File: src/rtl/ram_march_tester.sv
// Three-phase march test engine driving a single-port RAM: write P(a), read/verify/write ~P(a)
// ascending, then read/verify ~P(a) descending. Reports pass/fail, error count and first failure.
module ram_march_tester #(
    parameter int N      = 4,
    parameter int M      = 32,
    parameter int RD_LAT = 1
) (
    input  logic             clk,
    input  logic             rst_n,
    input  logic             start,
    input  logic [M-1:0]     seed,
    output logic             busy,
    output logic             done,
    output logic             pass,
    output logic [N+1:0]     err_cnt,
    output logic [N-1:0]     err_adr,
    output logic [M-1:0]     err_exp,
    output logic [M-1:0]     err_got,
    output logic             ram_we,
    output logic [N-1:0]     ram_adr,
    output logic [M-1:0]     ram_din,
    input  logic [M-1:0]     ram_dout
);

    typedef enum logic [2:0] {IDLE, W0, R1, W1, R2, FIN} state_t;

    localparam int              HW        = (RD_LAT > 0) ? $clog2(RD_LAT + 1) : 1;
    localparam logic [HW-1:0]   HOLD_LAST = HW'(RD_LAT);
    localparam logic [N-1:0]    A_TOP     = '1;

    function automatic logic [M-1:0] pattern(input logic [M-1:0] s, input logic [N-1:0] a);
        return s ^ M'(a);
    endfunction

    state_t          state, state_nxt;
    logic [HW-1:0]   hold, hold_nxt;
    logic [N-1:0]    adr_nxt;
    logic [M-1:0]    seed_q, seed_nxt;
    logic            cmp_en;
    logic [M-1:0]    cmp_exp;

    logic            mismatch;
    logic            we_d, busy_d, done_d, pass_d;
    logic [M-1:0]    din_d;
    logic [N+1:0]    err_cnt_d;
    logic [N-1:0]    err_adr_d;
    logic [M-1:0]    err_exp_d, err_got_d;

    // State and every output live in this one register process; ram_adr doubles as the
    // march address counter so the address seen by the RAM is always the one being tested.
    always_ff @(posedge clk) begin
        // NOTE: non-blocking assignments only in clocked logic, so every flop samples pre-edge values.
        if (!rst_n) begin
            state   <= IDLE;
            hold    <= '0;
            seed_q  <= '0;
            ram_adr <= '0;
            ram_we  <= 1'b0;
            ram_din <= '0;
            busy    <= 1'b0;
            done    <= 1'b0;
            pass    <= 1'b0;
            err_cnt <= '0;
            err_adr <= '0;
            err_exp <= '0;
            err_got <= '0;
        end else begin
            state   <= state_nxt;
            hold    <= hold_nxt;
            seed_q  <= seed_nxt;
            ram_adr <= adr_nxt;
            ram_we  <= we_d;
            ram_din <= din_d;
            busy    <= busy_d;
            done    <= done_d;
            pass    <= pass_d;
            err_cnt <= err_cnt_d;
            err_adr <= err_adr_d;
            err_exp <= err_exp_d;
            err_got <= err_got_d;
        end
    end

    always_comb begin
        // NOTE: every variable gets a default before the case so no path can infer a latch.
        state_nxt = state;
        adr_nxt   = ram_adr;
        hold_nxt  = hold;
        seed_nxt  = seed_q;
        cmp_en    = 1'b0;
        cmp_exp   = pattern(seed_q, ram_adr);
        case (state)
            IDLE: begin
                if (start) begin
                    state_nxt = W0;
                    adr_nxt   = '0;
                    hold_nxt  = '0;
                    seed_nxt  = seed;
                end
            end
            W0: begin
                if (ram_adr == A_TOP) begin
                    state_nxt = R1;
                    adr_nxt   = '0;
                end else begin
                    adr_nxt = ram_adr + N'(1);
                end
            end
            R1: begin
                if (hold == HOLD_LAST) begin
                    cmp_en    = 1'b1;
                    state_nxt = W1;
                    hold_nxt  = '0;
                end else begin
                    hold_nxt = hold + HW'(1);
                end
            end
            W1: begin
                hold_nxt = '0;
                if (ram_adr == A_TOP) begin
                    state_nxt = R2;
                end else begin
                    state_nxt = R1;
                    adr_nxt   = ram_adr + N'(1);
                end
            end
            R2: begin
                cmp_exp = ~pattern(seed_q, ram_adr);
                if (hold == HOLD_LAST) begin
                    cmp_en   = 1'b1;
                    hold_nxt = '0;
                    if (ram_adr == '0) begin
                        state_nxt = FIN;
                    end else begin
                        adr_nxt = ram_adr - N'(1);
                    end
                end else begin
                    hold_nxt = hold + HW'(1);
                end
            end
            FIN:     state_nxt = IDLE;
            default: state_nxt = IDLE;
        endcase
    end

    // Output values are derived from the next state so the registered outputs line up with it.
    always_comb begin
        we_d      = (state_nxt == W0) || (state_nxt == W1);
        busy_d    = (state_nxt == W0) || (state_nxt == R1) || (state_nxt == W1) || (state_nxt == R2);
        done_d    = (state_nxt == FIN);
        din_d     = ram_din;
        if (state_nxt == W0) begin
            din_d = pattern(seed_nxt, adr_nxt);
        end else if (state_nxt == W1) begin
            din_d = ~pattern(seed_nxt, adr_nxt);
        end

        mismatch  = cmp_en && (ram_dout != cmp_exp);
        err_cnt_d = err_cnt;
        err_adr_d = err_adr;
        err_exp_d = err_exp;
        err_got_d = err_got;
        pass_d    = pass;
        if (state == IDLE && start) begin
            err_cnt_d = '0;
            err_adr_d = '0;
            err_exp_d = '0;
            err_got_d = '0;
            pass_d    = 1'b0;
        end else if (mismatch) begin
            if (err_cnt != '1) begin
                err_cnt_d = err_cnt + (N+2)'(1);
            end
            if (err_cnt == '0) begin
                err_adr_d = ram_adr;
                err_exp_d = cmp_exp;
                err_got_d = ram_dout;
            end
        end
        // The final R2 compare lands on the same edge as entry to FIN, so use the updated count.
        if (state_nxt == FIN) begin
            pass_d = (err_cnt_d == '0);
        end
    end

endmodule

File: config.mk
export PLATFORM = sky130hd
export DESIGN_NAME = ram_march_tester
export DESIGN_NICKNAME = d
export VERILOG_FILES = /design/src/rtl/ram_march_tester.sv
export SDC_FILE = /design/constraint.sdc
export NUM_CORES = 1
export LEC_CHECK = 0
export ABC_AREA = 1
export ABC_CLOCK_PERIOD_IN_PS = 1960
export BUFFER_PORTS_ARGS = -buffer_cell sky130_fd_sc_hd__buf_2
export CORE_UTILIZATION = 25
export CTS_CLUSTER_SIZE = 20
export DETAILED_ROUTE_END_ITERATION = 10
export HOLD_SLACK_MARGIN = 0.03
export PLACE_DENSITY_LB_ADDON = 0.2
export SYNTH_ARGS = -nofsm -noshare
export SYNTH_HDL_FRONTEND = slang
export SYNTH_SLANG_ARGS = --single-unit
File: constraint.sdc
create_clock -name clk -period 1.96 [get_ports clk]
set_input_delay 0.392 -clock clk [delete_from_list [all_inputs] [get_ports clk]]
set_output_delay 0.392 -clock clk [all_outputs]
set_load 0.02 [all_outputs]
==> summary.md, run 1 <==
| Metric | Value |
|---|---|
| Outcome | `finished with violations` |
| Failing checks | `negative setup slack` |
| RSZ-0062 raised after global routing | `yes` |
| Crit path cell chain | `nor2_4 > buf_12 > nand2_8 > buf_12 > nand2_1 > nand3_1 > nand2_1 > nand2_1 > nor2_1 > nand3_1 > nor2_2 > nand2_4 > nand3_4 > inv_8 > clkbuf_16 > o21ai_1 > a21oi_1` |
| Post-synthesis xor/xnor area fraction | `4.49%` |
| Placed cell count | `1,719` |
| Worst Path Arrival | `2.64 ns` |
| CTS Buf Count | `17` |
| Final ANT Viol Nets | `0` |
| Core Footprint | `28,100 um^2` |
| Fillcell total | `3,055` |
| Total grt overflow | `0` |
| Ports | `181` |
| Initial antenna violation count | `0` |
| Post-synthesis sequential area ratio | `41.6%` |
| CP endpoint kind | `flip-flop` |
| Final Util | `38.7%` |
| Top cells by count, synth | `nand2_1 (284), dfxtp_1 (150), nor2_1 (97)` |
| Antenna cells | `0` |
| Synth Area in Adders | `0.867%` |
| Clk buf depth | `2` |
| DIE AREA | `29,600 um^2` |
| Post-Synth Simple-Gate Area | `28.9%` |
| Pwr Density | `757 nW/um^2` |
| GRT Overall Usage | `17.6%` |
| Asr flop ratio synth | `0%` |
| Static Leak | `5.33 nW` |
| Worst relative slew slack | `68.3%` |
| Area Growth Syn to Fin | `50.5%` |
| Layout Cells excl Fill | `1,758` |
| Hold-fix buffers, CTS | `0` |
| Worst-Margin Slew | `0.474 ns` |
| Drt pass-1 iters | `5` |
| Initial core utilization | `25.7%` |
| Skew final | `0.0132 ns` |
| Mean number of vias per cell | `4.36` |
| Pins Over Slew Limit | `0` |
| Peak supply drop | `0.621 mV` |
| Critical Path Fanout Max | `18` |
| Largest stage delay, worst path | `0.33 ns` |
| DRT Wirelength | `26.2 mm` |
| Area contributors post-synth | `dfxtp_1 (42%), nand2_1 (15%), o21ai_0 (5.5%), nand3_1 (5.4%), nor2_1 (5.0%)` |
| CP required | `2.28 ns` |
| YS warnings | `0` |
| Ratio of final minimum period to clock period | `118%` |
| Setup crit start | `state[1]$_SDFF_PN0_` |
| Wire length of the first global-routing pass | `39.5 mm` |
| Count of cell types in the netlist | `32` |
| Synth top area share | `41.6%` |
| Die Width | `172 um` |
| Setup ws final | `-0.358 ns` |
| Final setup vio count | `102` |
| Worst setup SP type | `flip-flop` |
| Combinational family with the most area after synthesis | `simple AND/OR/NAND/NOR gates` |
| DR WL/cell | `14.9 um` |
| H-tree levels | `4` |
| Worst flop-to-flop path startpoint | `state[1]$_SDFF_PN0_` |
| Post-synth EDFFs | `0` |
| F_max | `431 MHz` |
| Die Y | `172 um` |
| Via count | `7,660` |
| Worst hold path class | `input pin to flip-flop` |
| Syn_nets | `1,107` |
| Flops & latches, synth | `150` |
| Cell count after synthesis | `1,035` |
| Max cap viols | `0` |
| Layout cell share with drive strength beyond 1 | `35.1%` |
| Final Critical Period | `2.32 ns` |
| Crit-path leading delay family | `simple AND/OR/NAND/NOR gates` |
| Largest area contributor in the netlist | `dfxtp_1` |
| Hold_ws | `0.229 ns` |
| Primary FF master, synth | `dfxtp_1` |
| Slowest CP cell | `dfxtp_2` |
| Post-synthesis compound-gate area fraction | `15.4%` |
| Worst Hold Launch | `ram_dout[8]` |
| PortBufs | `180` |
| Final Hold Viols | `0` |
| Root Driver | `clkbuf_16` |
| Clock sinks | `150` |
| Placer Congestion | `0.827` |
| Post-detail-place hpwl | `19.3 mm` |
| Syn_area_per_cell | `6.98 um^2` |
| Most frequent cell after synthesis | `nand2_1` |
| CTS clk-pin slew, worst paths | `0.07 ns` |
| Clock latency on the worst-skew pair | `0.43 ns` |
| Worst Path Buf+Inv | `4` |
| Num rows | `61` |
| 1st-iter DRT viols | `553` |
| TritonCTS clock tree | `yes` |
| # DRC | `0` |
| Post-Syn Area | `7220 um^2` |
| Final #Nets | `1,439` |
| Setup CP Type | `flip-flop to flip-flop` |
| Pin count of the biggest net entering global routing | `62` |
| Vias in the first global route | `7,022` |
| Mux contribution to synthesized area | `0%` |
| CP most frequent cell | `nand2_1` |
==> stage by stage <==
step                power [mW]  setup TNS [ns]  area (um^2)  setup WS (ns)
floorplan                 4.13          -0.761         7290        -0.0225
global placement          4.91          -35.32         9880         -0.475
detailed placement        4.91          -38.11         9880         -0.525
CTS                       8.31          -33.91        10600         -0.487
global route              8.63          -40.74        10900         -0.526
finish                    8.23          -24.19        10900         -0.358
==> kinds of logic (layout without fill, tap and decap cells) <==
| kind of cell | count (synthesis) | in the layout |
|---|---|---|
| compound gates | 197 | 197 |
| xor+xnor | 37 | 37 |
| fa+ha+maj | 5 | 5 |
| buf+inv | 150 | 495 |
| flops | 150 | 150 |
| simple gates | 496 | 496 |
==> where the power goes <==
part           internal, mW  switching (mW)  leakage [nW]
combinational         0.718           0.899          3.83
clock                  1.95            1.36         0.273
sequential             3.20          0.0981          1.23
total                  5.87            2.36          5.33
==> per-layer routing <==
metal	vias to the layer above	global-route usage [%]	wire, um
met5	-	0	0
met4	0	4.50	261
met3	15	3.87	1380
met2	168	25.7	11200
met1	3426	25.9	13400
li1	4051	-	-
==> state kept, by name, summed over array words and instances, names as in the netlist <==
name and cells:
err_exp 32, seed_q 32, err_got 32, err_cnt 6, err_adr 4, hold 1
pass 1, ram_din 32, state 3, busy 1, done 1, ram_we 1
ram_adr 4
==> layout make-up <==
| cell class | count | area, um^2 | area share, % |
|---|---|---|---|
| flip-flops and latches | 150 | 3020 | 27.7 |
| multi-input cells | 735 | 3850 | 35.4 |
| clock inverters | 10 | 121 | 1.12 |
| clock buffers | 22 | 464 | 4.27 |
| repair buffers | 372 | 2590 | 23.8 |
| inverters | 91 | 352 | 3.24 |
| well taps | 378 | 473 | 4.35 |
==> path summary, 6_finish.rpt <==
kind	slack, ns	cells after the start	endpoint
min	0.23	3	err_got[8]$_SDFFE_PP0P_
max	-0.36	17	err_got[12]$_SDFFE_PP0P_
min reg2reg	0.46	2	err_got[17]$_SDFFE_PP0P_
max reg2reg	-0.36	17	err_got[12]$_SDFFE_PP0P_
==> cell usage in the layout (no fill, tap or decap), types with 6 or more instances in the layout <==
cell,instances
a211oi_1,20
a21oi_1,44
a31oi_1,28
buf_12,10
buf_2,180
buf_4,174
clkbuf_16,19
dfxtp_1,144
inv_1,84
nand2_1,264
nand2_2,17
nand3_1,71
nand3_2,6
nand3b_1,20
nor2_1,87
nor2_2,8
nor3_1,6
o21ai_0,37
o21ai_1,36
o21ai_2,14
xor2_1,31
==> worst reg2reg max path, delay by kind of cell, from the launching register on <==
kind                   cells  cell delay [ns]
AO/OA/AOI/OAI              2             0.20
buffers and inverters      4             0.59
flip-flops                 1             0.33
AND/OR/NAND/NOR           11             1.11
==> timing repair <==
| item | CTS | global route |
|---|---|---|
| gates cloned | 2 | 2 |
| setup endpoints to repair | 109 | 120 |
| resized for setup | 38 | 74 |
| pin swaps | 7 | 4 |
| buffers inserted | 3 | 0 |
Note: power is estimated with default switching activity, not from simulation.
==> run 2, diff against run 1 <==
Settings changed: ABC_CLOCK_PERIOD_IN_PS 1960 to 2250, CORE_MARGIN from default to 10, GPL_TIMING_DRIVEN from default to 0.
Clock period 1.96 ns to 2.25 ns, I/O delays scaled along.
==> run 2 against run 1 <==
The run still ends with negative setup slack left. Maximum frequency is 5.0% lower. Non-clock buffer count shrank 108. Largest cell class unchanged. First-iteration DRC count fell by 25%. Clock skew decreased by 0.0039 ns. Critical endpoint is now err_exp[29]$_SDFFE_PP0P_. Clock-buffer cell count is 3 higher. Register-to-register slack better by 0.17 ns. Via count down 1.5%. Largest power group unchanged. Worst setup slack improved by 0.17 ns.
==> summary.md, run 2 (synthesized netlist as in run 1, its figures left out) <==
| Metric | Value |
|---|---|
| F_max | `410 MHz` |
| Crit. path cell count | `17` |
| Peak supply drop | `0.624 mV` |
| Final ANT Viol Nets | `0` |
| PortBufs | `180` |
| Total grt overflow | `0` |
| CTS Buf Count | `17` |
| DRT Wirelength | `30.2 mm` |
| Post-route cell area | `10,400 um^2` |
| Ports | `181` |
| Initial core utilization | `25.2%` |
| DR WL/cell | `18.2 um` |
| CTS clk-pin slew, worst paths | `0.06 ns` |
| Final #Nets | `1,333` |
| Die Width | `190 um` |
| H-tree levels | `4` |
| Post-DP Area | `8600 um^2` |
| Skew final | `0.00930 ns` |
| Reg2reg setup slack | `-0.19 ns` |
| Static Leak | `4.83 nW` |
| Placer Congestion | `0.858` |
| Setup crit start | `state[0]$_SDFF_PN0_` |
| Ratio of final minimum period to clock period | `108%` |
| Slowest CP cell | `dfxtp_4` |
| Worst relative slew slack | `58.0%` |
| Critical Path Fanout Max | `6` |
| Crit path cell chain | `nor2_4 > buf_12 > nand2_4 > clkbuf_16 > nand2_2 > nand3b_1 > nand2_1 > nand2_1 > nor2_1 > nand2_1 > nor2_4 > nand2_4 > nand3_4 > inv_8 > buf_12 > buf_12 > a31oi_4` |
| Wire length of the first global-routing pass | `44.6 mm` |
| Die Y | `190 um` |
| Max cap viols | `0` |
| Pins Over Slew Limit | `0` |
| Most frequent cells in the layout | `nand2_1 (258), buf_2 (183), dfxtp_1 (145), inv_1 (89), nor2_1 (83)` |
| Outcome | `finished with violations` |
| Final Power | `7.24 mW` |
| Crit-path leading delay family | `simple AND/OR/NAND/NOR gates` |
| Worst Path Buf+Inv | `5` |
| Area Growth Syn to Fin | `44.1%` |
| Pwr Density | `696 nW/um^2` |
| Reg2Reg Capture Point | `err_exp[29]$_SDFFE_PP0P_` |
| Root Driver | `clkbuf_16` |
| Clock power share | `43.6%` |
| # DRC | `0` |
| Switching share of power | `28.4%` |
| DIE AREA | `36,100 um^2` |
| 1st-iter DRT viols | `413` |
| Final Hold Viols | `0` |
| Worst Path Arrival | `2.80 ns` |
| Clock latency on the worst-skew pair | `0.43 ns` |
| Setup ws final | `-0.190 ns` |
| Num rows | `62` |
| Setup CP Type | `flip-flop to flip-flop` |
| GRT Overall Usage | `16.1%` |
| Failing checks | `negative setup slack` |
| Initial antenna violation count | `2` |
| Clock sinks | `150` |
| Comb pwr share | `16.7%` |
| Largest stage delay, worst path | `0.35 ns` |
| Worst-Margin Slew | `0.629 ns` |
| Core Footprint | `28,600 um^2` |
| CP endpoint kind | `flip-flop` |
| Flop pwr share | `39.7%` |
| Via count | `7,547` |
| Layout cell share with drive strength beyond 1 | `31.2%` |
| Worst setup SP type | `flip-flop` |
| Worst hold path class | `input pin to flip-flop` |
| Final Critical Period | `2.44 ns` |
| CP required | `2.61 ns` |
| Vias in the first global route | `7,440` |
| Final setup vio count | `69` |
| Commonest non-fill, non-tap cell in the layout | `nand2_1` |
| Mean number of vias per cell | `4.55` |
| RSZ-0062 raised after global routing | `yes` |
| Internal power | `5.18 mW` |
| R2R cell count | `17` |
| Drt pass-1 iters | `6` |
| P_sw | `2.06 mW` |
| Worst flop-to-flop path startpoint | `state[0]$_SDFF_PN0_` |
| Clk buf depth | `2` |
| Crit path to | `err_exp[29]$_SDFFE_PP0P_` |
| Post-detail-place hpwl | `23.3 mm` |
| Pin count of the biggest net entering global routing | `17` |
| TritonCTS clock tree | `yes` |
## run 2: layer usage
metal / vias up / GRT usage, % / routed length [um]
met5: - / 0 / 0
met4: 0 / 5.28 / 679
li1: 3835 / - / -
met1: 3488 / 19.9 / 13100
met3: 28 / 4.32 / 1940
met2: 196 / 26.5 / 14500
## run 2: cell type report
type,count,area [um^2]
fillers,3099,18200
multi-input cells,736,4150
flip-flops and latches,150,3020
repair buffers,207,1230
plain buffers,57,524
clock buffers,25,495
well taps,384,480
inverters,91,352
clock inverters,7,141
repair inverters,1,6.26
diodes,2,5.00
## run 2: worst reg2reg max path, stage by stage (launching register included)
cell and delay, ns:
dfxtp_4 0.35, nor2_4 0.12, buf_12 0.15, nand2_4 0.12
clkbuf_16 0.19, nand2_2 0.10, nand3b_1 0.09, nand2_1 0.07
nand2_1 0.06, nor2_1 0.09, nand2_1 0.11, nor2_4 0.14
nand2_4 0.10, nand3_4 0.17, inv_8 0.08, buf_12 0.15
buf_12 0.14, a31oi_4 0.17
## run 2: how the worst min path moves through the flow
stage | endpoint | cells past startpoint | slack [ns] | start
after CTS | err_got[8]$_SDFFE_PP0P_ | 3 | 0.27 | ram_dout[8]
after floorplan | err_exp[13]$_SDFFE_PP0P_ | 2 | 0.48 | seed_q[13]$_SDFF_PN0_
after global placement | err_got[4]$_SDFFE_PP0P_ | 2 | 0.45 | err_got[4]$_SDFFE_PP0P_
final | err_got[8]$_SDFFE_PP0P_ | 3 | 0.29 | ram_dout[8]
after global routing | err_got[19]$_SDFFE_PP0P_ | 3 | 0.28 | ram_dout[19]
after detailed placement | err_got[4]$_SDFFE_PP0P_ | 2 | 0.45 | err_got[4]$_SDFFE_PP0P_
## run 2: repair_timing
item | in CTS | in global routing
buffers inserted | 13 | 9
pin swaps | 24 | 31
setup endpoints to repair | 129 | 129
resized for setup | 131 | 137
cloned | 2 | 5
hold buffers | 0 | 0
## run 2: power by group through the flow
| stage | Combinational [mW] | Clock [mW] | Sequential [mW] |
|---|---|---|---|
| 2_1_floorplan | 0.587 | 0 | 3.01 |
| 3_3_place_gp | 1.08 | 0 | 2.93 |
| 4_1_cts | 1.16 | 3.22 | 2.87 |
| 3_5_place_dp | 1.08 | 0 | 2.93 |
| 5_1_grt | 1.34 | 3.31 | 2.89 |
| 6_report | 1.21 | 3.16 | 2.88 |
## run 2: metrics by stage
| stage | TNS [ns] | hold slack (ns) | std cells | utilization [%] | worst slack, ns |
|---|---|---|---|---|---|
| 5_1_grt | -16.39 | 0.281 | 1660 | 36.3 | -0.287 |
| 2_1_floorplan | 0 | 0.481 | 1035 | - | 0.228 |
| 3_3_place_gp | -55.90 | 0.449 | 1599 | 30.0 | -0.741 |
| 6_report | -9.15 | 0.288 | 1660 | 36.3 | -0.190 |
| 4_1_cts | -12.44 | 0.269 | 1646 | 34.3 | -0.186 |
| 3_5_place_dp | -57.75 | 0.453 | 1599 | 30.0 | -0.735 |
==> run 3, diff against run 2 <==
Settings changed: CAP_MARGIN from default to 20, CELL_PAD_IN_SITES_DETAIL_PLACEMENT from default to 1, CELL_PAD_IN_SITES_GLOBAL_PLACEMENT from default to 2.
==> run 3 against run 2 <==
Clock-buffer cell count decreased by 6. The flow still finishes with violations (negative setup slack). Die area unchanged. Via count decreased by 0.53%. Largest cell class unchanged. Critical endpoint is now err_exp[26]$_SDFFE_PP0P_. Routed wire length increased by 6.4%. Final area decreased by 2.1%. Largest power group unchanged. Cell count decreased by 0.36%.
==> summary.md, run 3 (synthesized netlist as in run 1, its figures left out) <==
| Metric | Value |
|---|---|
| Num rows | `62` |
| Setup ws final | `-0.241 ns` |
| 1st-iter DRT viols | `333` |
| Initial antenna violation count | `2` |
| Grt met3 use | `4.34%` |
| Setup CP Type | `flip-flop to flip-flop` |
| Reg2Reg Capture Point | `err_exp[26]$_SDFFE_PP0P_` |
| Grt met2 use | `27.4%` |
| Root Driver | `clkbuf_16` |
| Final Hold Viols | `0` |
| Ports | `181` |
| Total grt overflow | `0` |
| Worst Path Arrival | `2.84 ns` |
| Pin count of the biggest net entering global routing | `17` |
| Peak supply drop | `0.444 mV` |
| Post-detail-place hpwl | `25.1 mm` |
| Worst flop-to-flop path startpoint | `state[1]$_SDFF_PN0_` |
| Final ANT Viol Nets | `0` |
| CTS clk-pin slew, worst paths | `0.07 ns` |
| Final setup vio count | `73` |
| Clock sinks | `150` |
| Die Y | `190 um` |
| Worst Path Buf+Inv | `6` |
| Crit-path leading delay family | `simple AND/OR/NAND/NOR gates` |
| Slowest CP cell | `dfxtp_4` |
| Die Width | `190 um` |
| Layout cell share with drive strength beyond 1 | `29.0%` |
| Top Usage Layer GRT | `met2` |
| Final #Nets | `1,328` |
| Worst-Margin Slew | `0.742 ns` |
| DR WL/cell | `19.5 um` |
| Largest stage delay, worst path | `0.35 ns` |
| Worst Hold Launch | `ram_dout[3]` |
| Pwr Density | `716 nW/um^2` |
| F_max | `401 MHz` |
| # DRC | `0` |
| Worst setup SP type | `flip-flop` |
| Pins Over Slew Limit | `0` |
| CP most frequent cell | `nand2_1` |
| Commonest non-fill, non-tap cell in the layout | `nand2_1` |
| Reg2reg setup slack | `-0.24 ns` |
| H-tree levels | `4` |
| Placer Congestion | `0.818` |
| DIE AREA | `36,100 um^2` |
| Failing checks | `negative setup slack` |
| Static Leak | `4.82 nW` |
| Most frequent cells in the layout | `nand2_1 (251), buf_2 (182), dfxtp_1 (145), inv_1 (89), nor2_1 (87)` |
| Fillcell total | `3,573` |
| Crit path cell chain | `nor2_4 > buf_12 > buf_8 > clkbuf_16 > nand3_4 > nand2_1 > nand2_1 > nand2_1 > nand2_1 > nor2_2 > nand2_2 > nor2_4 > nand2_4 > nand3_4 > inv_8 > buf_12 > buf_6 > a31oi_1` |
| Hold-fix buffers, CTS | `0` |
| Wire length of the first global-routing pass | `48.0 mm` |
| CP required | `2.60 ns` |
| Critical Path Fanout Max | `10` |
| R2R cell count | `18` |
| Final Critical Period | `2.49 ns` |
| Worst relative slew slack | `50.5%` |
| Placed cell count | `1,599` |
| RSZ-0062 raised after global routing | `yes` |
| Drt pass-1 iters | `4` |
| Area Growth Syn to Fin | `41.1%` |
| Vias in the first global route | `7,917` |
| Worst hold path class | `input pin to flip-flop` |
| DRT Wirelength | `32.2 mm` |
| Met1 global-route usage | `23.2%` |
| Mean number of vias per cell | `4.54` |
| Layout Cells excl Fill | `1,654` |
| Max cap viols | `0` |
| Clk buf depth | `2` |
| TritonCTS clock tree | `yes` |
| Core Footprint | `28,600 um^2` |
| GRT Overall Usage | `17.3%` |
| Clock latency on the worst-skew pair | `0.43 ns` |
| Initial core utilization | `25.2%` |
| Skew final | `0.0132 ns` |
| Outcome | `finished with violations` |
| PortBufs | `180` |
| Pre-CTS setup slack | `-0.805 ns` |
| Worst Hold Endpoint | `err_got[3]$_SDFFE_PP0P_` |
| Setup crit start | `state[1]$_SDFF_PN0_` |
| CP endpoint kind | `flip-flop` |
| CTS Buf Count | `17` |
| Via count | `7,507` |
| Ratio of final minimum period to clock period | `111%` |
| WHS Path Cells | `3` |
==> run 3: cell count changes in the layout (fill, tap and decap cells not counted), sizes merged <==
cell,previous run,this run
buf,234,226
clkinv,2,5
bufinv,4,5
clkbuf,55,53
==> run 3: layout make-up <==
| type | instances | area (um^2) | share of cell area (%) |
|---|---|---|---|
| multi-input cells | 736 | 3970 | 39.0 |
| flip-flops and latches | 150 | 3010 | 29.6 |
| repair buffers | 201 | 1180 | 11.6 |
| plain buffers | 59 | 546 | 5.36 |
| well taps | 384 | 480 | 4.72 |
| clock buffers | 19 | 433 | 4.25 |
| inverters | 91 | 354 | 3.48 |
| clock inverters | 12 | 203 | 1.99 |
| diodes | 2 | 5.00 | 0.0491 |
==> run 3: tightest hold or removal path: stages <==
cell and delay (ns):
buf_2 0.11, nand2_1 0.06, a21oi_1 0.05
==> run 3: timing repair <==
action	CTS	global route
gates cloned	0	6
setup endpoints to repair	132	109
pin swaps	5	5
gates resized for setup	121	108
buffers inserted	6	10
==> run 3: metal layers <==
metal / vias up / wire (um)
met3: 18 / 1750
li1: 3819 / -
met5: - / 0
met2: 149 / 14900
met4: 0 / 284
met1: 3521 / 15300
==> run 3: through the flow <==
stage                     power (mW)  util (%)  area [um^2]  TNS (ns)  hold WS (ns)
after floorplan                 3.59         -         7220         0         0.481
after global placement          4.03      30.0         8600    -66.26         0.449
after detailed placement        4.04      30.0         8600    -67.32         0.455
after CTS                       7.31      33.6         9620    -14.58         0.273
after global routing            7.64      35.6        10200    -27.88         0.292
final                           7.30      35.6        10200    -12.36         0.285
==> run 3: worst max-delay path by stage <==
stage / end / slack (ns) / cells after the start
finish: err_exp[26]$_SDFFE_PP0P_ / -0.24 / 18
CTS: err_exp[18]$_SDFFE_PP0P_ / -0.21 / 17
detailed placement: err_adr[2]$_SDFFE_PP0P_ / -0.80 / 10
global route: err_exp[26]$_SDFFE_PP0P_ / -0.39 / 17
floorplan: err_adr[1]$_SDFFE_PP0P_ / 0.23 / 16
global placement: err_adr[2]$_SDFFE_PP0P_ / -0.85 / 10
==> run 3: where the power goes <==
part	switching, mW	internal [mW]
registers	0.0881	2.79
clock network	1.24	1.97
logic	0.802	0.413
